## src/rtl/cache_pkg.sv

```systemverilog
// cache_pkg: shared types and constants for the direct-mapped data cache.
//   cache_state_t  - controller states (IDLE, FILL, WRITE)
//   DEFAULT_WIDTH  - default data/address width
//   DEFAULT_SETS   - default number of lines (power of two, >= 2)
//   INDEX_W/TAG_W  - index/tag widths for the default geometry
package cache_pkg;

    typedef enum logic [1:0] {
        IDLE  = 2'd0,
        FILL  = 2'd1,
        WRITE = 2'd2
    } cache_state_t;

    localparam int unsigned DEFAULT_WIDTH = 32;
    localparam int unsigned DEFAULT_SETS  = 8;
    localparam int unsigned INDEX_W       = $clog2(DEFAULT_SETS);
    localparam int unsigned TAG_W         = DEFAULT_WIDTH - 2 - INDEX_W;

endpackage

```

## src/rtl/data_cache_array.sv

```systemverilog
// data_cache_array: valid/tag/data storage for a direct-mapped cache.
//   clk, rst   - clock; synchronous active-high reset clears all valid bits
//   wr_en      - write valid=1, wr_tag and wr_data into line wr_index
//   rd_index   - combinational read port index
//   rd_valid   - valid bit of the addressed line
//   rd_tag     - tag of the addressed line
//   rd_data    - data word of the addressed line
module data_cache_array #(
    parameter int unsigned WIDTH = 32,
    parameter int unsigned SETS  = 8,
    parameter int unsigned IDX_W = 3,
    parameter int unsigned TAG_W = 27
) (
    input  logic             clk,
    input  logic             rst,
    input  logic             wr_en,
    input  logic [IDX_W-1:0] wr_index,
    input  logic [TAG_W-1:0] wr_tag,
    input  logic [WIDTH-1:0] wr_data,
    input  logic [IDX_W-1:0] rd_index,
    output logic             rd_valid,
    output logic [TAG_W-1:0] rd_tag,
    output logic [WIDTH-1:0] rd_data
);

    logic [SETS-1:0]  valid_q;
    logic [TAG_W-1:0] tag_q  [SETS];
    logic [WIDTH-1:0] data_q [SETS];

    always_ff @(posedge clk) begin
        if (rst) begin
            valid_q <= '0;
        end else if (wr_en) begin
            valid_q[wr_index] <= 1'b1;
        end
    end

    // Tag/data need no reset; a write coinciding with reset is dropped so an
    // abandoned transaction never lands in the array.
    always_ff @(posedge clk) begin
        if (wr_en && !rst) begin
            tag_q[wr_index]  <= wr_tag;
            data_q[wr_index] <= wr_data;
        end
    end

    assign rd_valid = valid_q[rd_index];
    assign rd_tag   = tag_q[rd_index];
    assign rd_data  = data_q[rd_index];

endmodule

```

## src/rtl/data_cache.sv

```systemverilog
// data_cache: direct-mapped, write-through, no-write-allocate data cache
// sitting in the memory stage of a pipeline.
//   clk, rst     - clock; synchronous active-high reset
//   memRead_M    - load request
//   memWrite_M   - store request (wins when both requests are high)
//   ALUResult_M  - byte address, bits [1:0] ignored
//   writeData_M  - store data
//   readData_M   - load data, valid when memRead_M=1 and stall_M=0
//   stall_M      - freeze request; upstream holds inputs stable while high
//   mem_req      - backing-memory request valid
//   mem_we       - backing-memory request is a write
//   mem_addr     - word-aligned backing-memory address
//   mem_wdata    - backing-memory write data
//   mem_ack      - one-cycle completion pulse from backing memory
//   mem_rdata    - backing-memory read data, valid with mem_ack
module data_cache
    import cache_pkg::*;
#(
    parameter int unsigned WIDTH = DEFAULT_WIDTH,
    parameter int unsigned SETS  = DEFAULT_SETS
) (
    input  logic             clk,
    input  logic             rst,
    input  logic             memRead_M,
    input  logic             memWrite_M,
    input  logic [WIDTH-1:0] ALUResult_M,
    input  logic [WIDTH-1:0] writeData_M,
    output logic [WIDTH-1:0] readData_M,
    output logic             stall_M,
    output logic             mem_req,
    output logic             mem_we,
    output logic [WIDTH-1:0] mem_addr,
    output logic [WIDTH-1:0] mem_wdata,
    input  logic             mem_ack,
    input  logic [WIDTH-1:0] mem_rdata
);

    localparam int unsigned IDX_W    = $clog2(SETS);
    localparam int unsigned TAG_BITS = WIDTH - 2 - IDX_W;

    cache_state_t state_q, state_d;

    logic [WIDTH-3:0]    req_word_q;
    logic [WIDTH-1:0]    req_wdata_q;
    logic                req_hit_q;
    logic                store_done_q;

    logic [IDX_W-1:0]    cur_index;
    logic [TAG_BITS-1:0] cur_tag;
    logic [IDX_W-1:0]    req_index;
    logic [TAG_BITS-1:0] req_tag;

    logic                rd_valid;
    logic [TAG_BITS-1:0] rd_tag;
    logic [WIDTH-1:0]    rd_data;
    logic                hit;

    logic                arr_we;
    logic [WIDTH-1:0]    arr_wdata;

    logic                unused_addr_lsbs;

    assign unused_addr_lsbs = ^ALUResult_M[1:0];

    assign cur_index = ALUResult_M[IDX_W+1:2];
    assign cur_tag   = ALUResult_M[WIDTH-1:IDX_W+2];
    assign req_index = req_word_q[IDX_W-1:0];
    assign req_tag   = req_word_q[WIDTH-3:IDX_W];

    assign hit       = rd_valid && (rd_tag == cur_tag);

    assign mem_addr  = {req_word_q, 2'b00};
    assign mem_wdata = req_wdata_q;

    data_cache_array #(
        .WIDTH (WIDTH),
        .SETS  (SETS),
        .IDX_W (IDX_W),
        .TAG_W (TAG_BITS)
    ) u_array (
        .clk      (clk),
        .rst      (rst),
        .wr_en    (arr_we),
        .wr_index (req_index),
        .wr_tag   (req_tag),
        .wr_data  (arr_wdata),
        .rd_index (cur_index),
        .rd_valid (rd_valid),
        .rd_tag   (rd_tag),
        .rd_data  (rd_data)
    );

    always_ff @(posedge clk) begin
        if (rst) begin
            state_q <= IDLE;
        end else begin
            state_q <= state_d;
        end
    end

    // Request address/data/hit are captured when leaving IDLE so the memory
    // interface stays stable for the whole transaction.
    always_ff @(posedge clk) begin
        if (rst) begin
            req_word_q   <= '0;
            req_wdata_q  <= '0;
            req_hit_q    <= 1'b0;
            store_done_q <= 1'b0;
        end else begin
            store_done_q <= (state_q == WRITE) && mem_ack;
            if ((state_q == IDLE) && (state_d != IDLE)) begin
                req_word_q  <= ALUResult_M[WIDTH-1:2];
                req_wdata_q <= writeData_M;
                req_hit_q   <= hit;
            end
        end
    end

    always_comb begin
        state_d    = state_q;
        stall_M    = 1'b0;
        readData_M = '0;
        mem_req    = 1'b0;
        mem_we     = 1'b0;
        arr_we     = 1'b0;
        arr_wdata  = mem_rdata;
        unique case (state_q)
            IDLE: begin
                if (memWrite_M) begin
                    // The completed store is still presented for one cycle
                    // after its ack; let it retire instead of reissuing it.
                    if (!store_done_q) begin
                        stall_M = 1'b1;
                        state_d = WRITE;
                    end
                end else if (memRead_M) begin
                    if (hit) begin
                        readData_M = rd_data;
                    end else begin
                        stall_M = 1'b1;
                        state_d = FILL;
                    end
                end
            end
            FILL: begin
                mem_req = 1'b1;
                stall_M = 1'b1;
                if (mem_ack) begin
                    arr_we  = 1'b1;
                    state_d = IDLE;
                end
            end
            WRITE: begin
                mem_req = 1'b1;
                mem_we  = 1'b1;
                stall_M = 1'b1;
                if (mem_ack) begin
                    arr_we    = req_hit_q;
                    arr_wdata = req_wdata_q;
                    state_d   = IDLE;
                end
            end
            default: begin
                state_d = IDLE;
            end
        endcase
    end

endmodule

```

## config.mk

```make
export PLATFORM = sky130hd
export DESIGN_NAME = data_cache
export DESIGN_NICKNAME = d
export VERILOG_FILES = /design/src/rtl/cache_pkg.sv /design/src/rtl/data_cache_array.sv /design/src/rtl/data_cache.sv
export SDC_FILE = /design/constraint.sdc
export NUM_CORES = 1
export LEC_CHECK = 0
export ABC_AREA = 1
export CAP_MARGIN = 20
export CORE_ASPECT_RATIO = 0.5
export CORE_MARGIN = 2
export CORE_UTILIZATION = 51
export CTS_BUF_LIST = sky130_fd_sc_hd__clkbuf_16
export DETAILED_ROUTE_END_ITERATION = 10
export GPL_TIMING_DRIVEN = 0
export PLACE_DENSITY = 0.75
export SETUP_SLACK_MARGIN = 0.5
export SLEW_MARGIN = 10
export SYNTH_ARGS = -nofsm -noshare
export SYNTH_HDL_FRONTEND = slang
export SYNTH_SLANG_ARGS = --single-unit
export TNS_END_PERCENT = 5
```

## constraint.sdc

```tcl
create_clock -name clk -period 4.84 [get_ports clk]
set_clock_uncertainty 0.05 [all_clocks]
set_input_delay 0.968 -clock clk [delete_from_list [all_inputs] [get_ports clk]]
set_output_delay 0.968 -clock clk [all_outputs]
set_load 0.1 [all_outputs]
```

# Yosys cells after proc, flatten, opt, wreduce, memory -nomap -nowiden
# Memories as Yosys holds them, arrays and structs flattened.
# Index checks and enable logic that the tools add are counted.
op_classes:
  n_lt_le_gt_ge: 3
  eq_ne: 3
  muxes: 28
  n_bitwise: 1
  n_reduce_logical: 9
op_table:
  columns: ["cell", "n"]
  rows:
  - ["$mux 32", 6]
  - ["$eq 27x27->1", 1]
  - ["$mux 1", 12]
  - ["$mux 2", 5]
  - ["$lt 3x4->1 const B", 2]
  - ["$or 8x8->8", 1]
  - ["$logic_and 1x1->1", 5]
  - ["$pmux 1 s2", 2]
  - ["$pmux 2 s2", 1]
  - ["$bmux 1 s3", 1]
  - ["$demux 1 s3", 1]
  - ["$ge 3x1->1 const B", 1]
  - ["$eq 2x1->1 const B", 1]
  - ["$eq 2x2->1 const B", 1]
  - ["$logic_not 2->1", 1]
  - ["$reduce_bool 2->1", 1]
  - ["$reduce_or 2->1", 1]
  - ["$logic_not 1->1", 1]
totals:
  regBits: 74
  mem_bits_rw: 472
  in_bits: 101
  out_inout_bits: 99
  elab_cells: 52
  n_memories: 2
memory_table:
  columns: ["name", "depth", "word_bits", "rd", "rd_clocked_by_memory_dff", "wr", "line", "source"]
  rows:
  - ["u_array.data_q", 8, 32, 1, 0, 1, "data_cache_array.sv:28", "logic [WIDTH-1:0] data_q [SETS];"]
  - ["u_array.tag_q", 8, 27, 1, 0, 1, "data_cache_array.sv:27", "logic [TAG_W-1:0] tag_q [SETS];"]

# Longest topological paths before layout
depth:
  ltp_word: 9
  mapped_depth: 24
  ltp_nobuf: 22

# Hierarchy
# Synthesis repeated with hierarchy kept, for this count alone.
hier_totals:
  cells_unflattened: 2779
  area_unflattened_um2: 25410.6
modules_own_cells:
  columns: ["mod", "instances", "cells_each", "area_each_um2", "seq_area_each_um2"]
  rows:
  - ["data_cache_array", 1, 2103, 20917.6, 14333.7]
  - ["data_cache", 1, 676, 4493.1, 1321.3]

# Worst setup path before layout
# Ideal clock, no wire load.
synth_timing:
  kind: "register to register"
  startpoint: "register state_q[0]"
  endpoint: "memory u_array.data_q[1][0] (enable)"
  setup_ps: 476
  t_arrival_ps: 4343
  t_required_ps: 4314
  setup_slack_ps: -29
  path_stages_with_launch: 7
  n_path_buf: 0
  period_less_slack_ps: 4869
  path_cell_list: "dfxtp_1 > inv_1 > ha_1 > nand3_1 > nor2_1 > nand2_1 > nor2_1"
synth_via:
  elab_chain_len: 5
  word_cells_on_any_way: 6
  classes_between: "2 x eq/ne; 3 x mux; 1 x reduce/logical"
synth_lines:
  columns: ["element", "line", "source"]
  rows:
  - ["start: declaration", "data_cache.sv:41", "cache_state_t state_q, state_d;"]
  - ["start signal: assignment", "data_cache.sv:97", "state_q <= state_d;"]
  - ["$eq 2x2->1 or $eq 2x1->1 (tied branches)", "data_cache.sv:127", "unique case (state_q)"]
  - ["$pmux 1 s2 *", "data_cache.sv:127", null]
  - ["$logic_and 1x1->1 *", "data_cache_array.sv:41", "if (wr_en && !rst) begin"]
  - ["$mux 1 *", "data_cache_array.sv:41", null]
  - ["$mux 1 (not written as such) *", "data_cache_array.sv:43", "data_q[wr_index] <= wr_data;"]
  - ["end: declaration", "data_cache_array.sv:28", null]
# Every way passes the cells marked *; elsewhere a longest branch is shown, timed or not.

# Worst setup path after layout
layout_timing:
  startpoint: "input ALUResult_M[2]"
  endpoint: "output readData_M[30]"
layout_via:
  elab_chain_len: 7
  word_cells_on_any_way: 10
  classes_between: "1 x eq/ne; 6 x mux; 1 x reduce/logical; 2 x memory"
layout_lines:
  columns: ["element", "line", "source"]
  rows:
  - ["start: declaration", "data_cache.sv:26", "input logic [WIDTH-1:0] ALUResult_M,"]
  - ["$mem_v2 8x27 or $bmux 1 s3 (tied branches)", null, null]
  - ["$eq 27x27->1 or $mux 1 (tied branches)", "data_cache.sv:70, data_cache_array.sv:47", null]
  - ["$logic_and 1x1->1", "data_cache.sv:70", "assign hit = rd_valid && (rd_tag == cur_tag);"]
  - ["$mux 32 *", "data_cache.sv:137", "if (hit) begin"]
  - ["$mux 32 *", "data_cache.sv:136", "end else if (memRead_M) begin"]
  - ["$mux 32 *", "data_cache.sv:129", "if (memWrite_M) begin"]
  - ["$mux 32 *", "data_cache.sv:127", null]
  - ["end: declaration", "data_cache.sv:28", "output logic [WIDTH-1:0] readData_M,"]
# Every way passes the cells marked *; elsewhere a longest branch is shown, timed or not. The select of a mux whose other input is x is not followed.

==> impl_metrics.yaml <==
timing:
  holdWs_ns: 0.4342
  worst_pin_slew_ns: 1.012
  maxSlewHeadroom_pct: 32.34
  hold_viol_final: 0
  rsz0062_at_grt: "true"
  max_freq_mhz: 222.9
  fin_ws_ns: 0.3536
  fin_crit_sh_pct: 92.69
  maxSlewViolCount: 0
  finalSetupViolations: 0
  layout_min_cycle_time_ns: 4.486
cts:
  clock_latency_ns: 0.58
  numCtsBuffers: 48
  clk_pin_slew_ns: 0.07
  clockBufferDepth: 3
  htreeDepth: 2
  cts-root-buf: "clkbuf_16"
  cts_tree: "done"
  ctsHoldBuffers: 0
  cts_sinks: 546
logic_synthesis:
  yosysUniqueCellTypes: 26
  synth_top_area_share_pct: 61.40
  netlist_area_um2: 23090
  ys_warn_count: 0
  ys_ff_latch: 546
  yosysMostFrequentCell: "edfxtp_1"
  syn_inst: 2219
  synth_top_cells_by_area: "edfxtp_1 61%, nand2_1 7.5%, dfxtp_1 6.4%"
  ys_seq_area_share_pct: 67.81
  postSynthAreaPerCell_um2: 10.40
  async_flop_share_pct: 0
  synth_common_cells: "472 x edfxtp_1, 459 x nand2_1, 312 x nor2_1"
  yosysTopAreaCell: "edfxtp_1"
  ys.flop_type: "edfxtp_1"
  synth_edf_count: 472
routing:
  vias: 18330
  wl_um: 71370
  wl_met1_um: 25460
  wl_per_cell_um: 22.77
  antenna_left: 0
  dr_wl_met3_um: 7402
  dr_wl_met2_um: 34660
  topRoutingLayerUsed: "met4"
  dr.pass1.iters: 7
  vias_per_cell: 5.848
  drt-initial-drc-count: 2411
  drc: 0
pwr:
  irDropWorstVdd_v: 0.0002494
  p_total_mw: 11.42
  power.leakage_nw: 11.35
  powerDensity_nw_per_um2: 391.2
floorplan:
  num_rows: 55
  io_pins: 200
  die_area_um2: 47090
  core_area_um2: 44940
  initial_core_util_pct: 51.37
  die_y_um: 154.4
  die_w_um: 304.9
grt:
  grt.total_usage_pct: 29.46
  grt_max_degree: 26
  antenna_found_initial: 0
  grt-ovfl-total: 0
  grt_pass1_vias: 17740
  grt_pass1_wl_um: 104600
status:
  status: "finished clean"
finish:
  antennaDiodeCount: 0
  area.growth.synth_to_final_pct: 26.49
  stdcell_area_um2: 29200
  nFillCells: 3171
  drive_above_1_share_pct: 12.50
  nets: 2603
worst_setup_path:
  crit_top_cell: "nand2_1"
  required_ns: 3.82
  cpPeakStageDelay_ns: 0.24
  crit_path_end_kind: "output pin"
  start_kind: "input port"
  critPathKind: "in -> out"
  crit_fanout: 10
  critPathArrivalTime_ns: 3.47
  cp_cell_sequence: "buf_12, buf_8, buf_8, nand2_1, nand3_1, nand2_1, nand2_1, nand2_1, nand2_1, nand2_1, nor2_1, nand2_1, nor2_2, nand2_4, nor2_4, nand4_1, buf_8, clkbuf_16, nor2_4, buf_12"
  slowest_stage: "buf_8"
worst_hold_path:
  hold_class: "reg -> reg"
place:
  dp_hpwl_um: 45190
  placed_area_um2: 26410
  post-place-ws_ns: -2.207
  port_buffers: 192
  gp_congestion: 0.9403
job:
  cap_violations: 0
-- layout make-up --
class / count / area [um2] / share of cell area (%)
sequential: 546 / 15660 / 53.61
multi-input combinational: 1330 / 6454 / 22.10
timing repair buffer: 227 / 2948 / 10.10
clock buffer: 49 / 1226 / 4.199
buffer: 134 / 991.0 / 3.394
inverter: 210 / 800.8 / 2.742
tap: 598 / 748.2 / 2.562
clock inverter: 39 / 370.4 / 1.268
timing repair inverter: 1 / 7.507 / 0.02571
-- power breakdown --
part | leakage, nW | total (mW) | switching [mW] | internal, mW
clock network | 0.824 | 3.98 | 1.72 | 2.26
registers | 4.88 | 5.47 | 0.169 | 5.30
logic | 5.65 | 1.97 | 1.45 | 0.521
total | 11.4 | 11.4 | 3.35 | 8.08
-- sequential cells by signal, indices dropped and copies added (netlist names) --
signal	cells
u_array.tag_q	216
state_q	2
u_array.valid_q	8
store_done_q	1
req_hit_q	1
mem_wdata	32
req_word_q	30
u_array.data_q	256
-- per-layer routing --
layer	track usage (%)	up-vias
li1	-	8052
met1	36.68	8785
met2	49.67	1223
met3	5.837	268
met4	14.66	0
met5	0	-
-- what timing repair did --
action,in CTS,in global routing
cloned,5,1
gates resized for setup,450,70
setup buffers,6,1
pin swaps,9,10
setup endpoints to repair,95,33
-- cells by family (layout without fill, tap and decap cells) --
family | Yosys count | count (layout) | synth area share [%]
AO/OA/AOI/OAI | 315 | 315 | 7.398
adder cells (fa/ha/maj) | 4 | 4 | 0.2168
multiplexers | 32 | 32 | 1.561
flip-flops | 546 | 546 | 67.81
buffers and inverters | 344 | 660 | 5.983
other | 1 | 2 | 0.01624
AND/OR/NAND/NOR | 977 | 977 | 17.01
-- path summary, 6_finish.rpt --
check | slack (ns) | startpoint | endpoint | cells past startpoint
worst max-delay path | 0.35 | ALUResult_M[2] | readData_M[30] | 20
worst min register to register | 0.43 | u_array.valid_q[3] | u_array.valid_q[3] | 2
worst max register to register | 1.71 | u_array.tag_q[4][6] | req_word_q[18] | 22
worst min-delay path | 0.43 | u_array.valid_q[3] | u_array.valid_q[3] | 2
-- metrics by stage --
step | TNS, ns | cells | util [%]
6_report | 0 | 3134 | 64.98
3_5_place_dp | -78.62 | 3033 | 58.77
2_1_floorplan | -7.074 | 2220 | -
4_1_cts | 0 | 3132 | 64.28
3_3_place_gp | -1249.42 | 3010 | 57.32
5_1_grt | 0 | 3134 | 64.98
-- critical path: cells and delay by family --
family | cells | cell delay [ns]
and+or+nand+nor | 14 | 1.40
buffers and inverters | 6 | 1.07
-- cells in the final DEF, fill, tap and decap left out, types with 15 or more instances in the layout --
cell	Yosys	layout
buf_16	0	17
nand3_1	204	189
inv_1	206	216
edfxtp_1	472	472
nand3_2	0	15
o221ai_1	32	32
dfxtp_1	74	74
o21ai_0	201	201
nor2_1	312	266
a21oi_1	71	71
clkbuf_1	81	46
clkdlybuf4s50_1	0	158
clkbuf_2	0	17
nor2_4	0	37
mux2_2	32	32
buf_12	0	40
clkbuf_16	0	55
nand2_1	459	451
(Power assumes the default switching activity.)
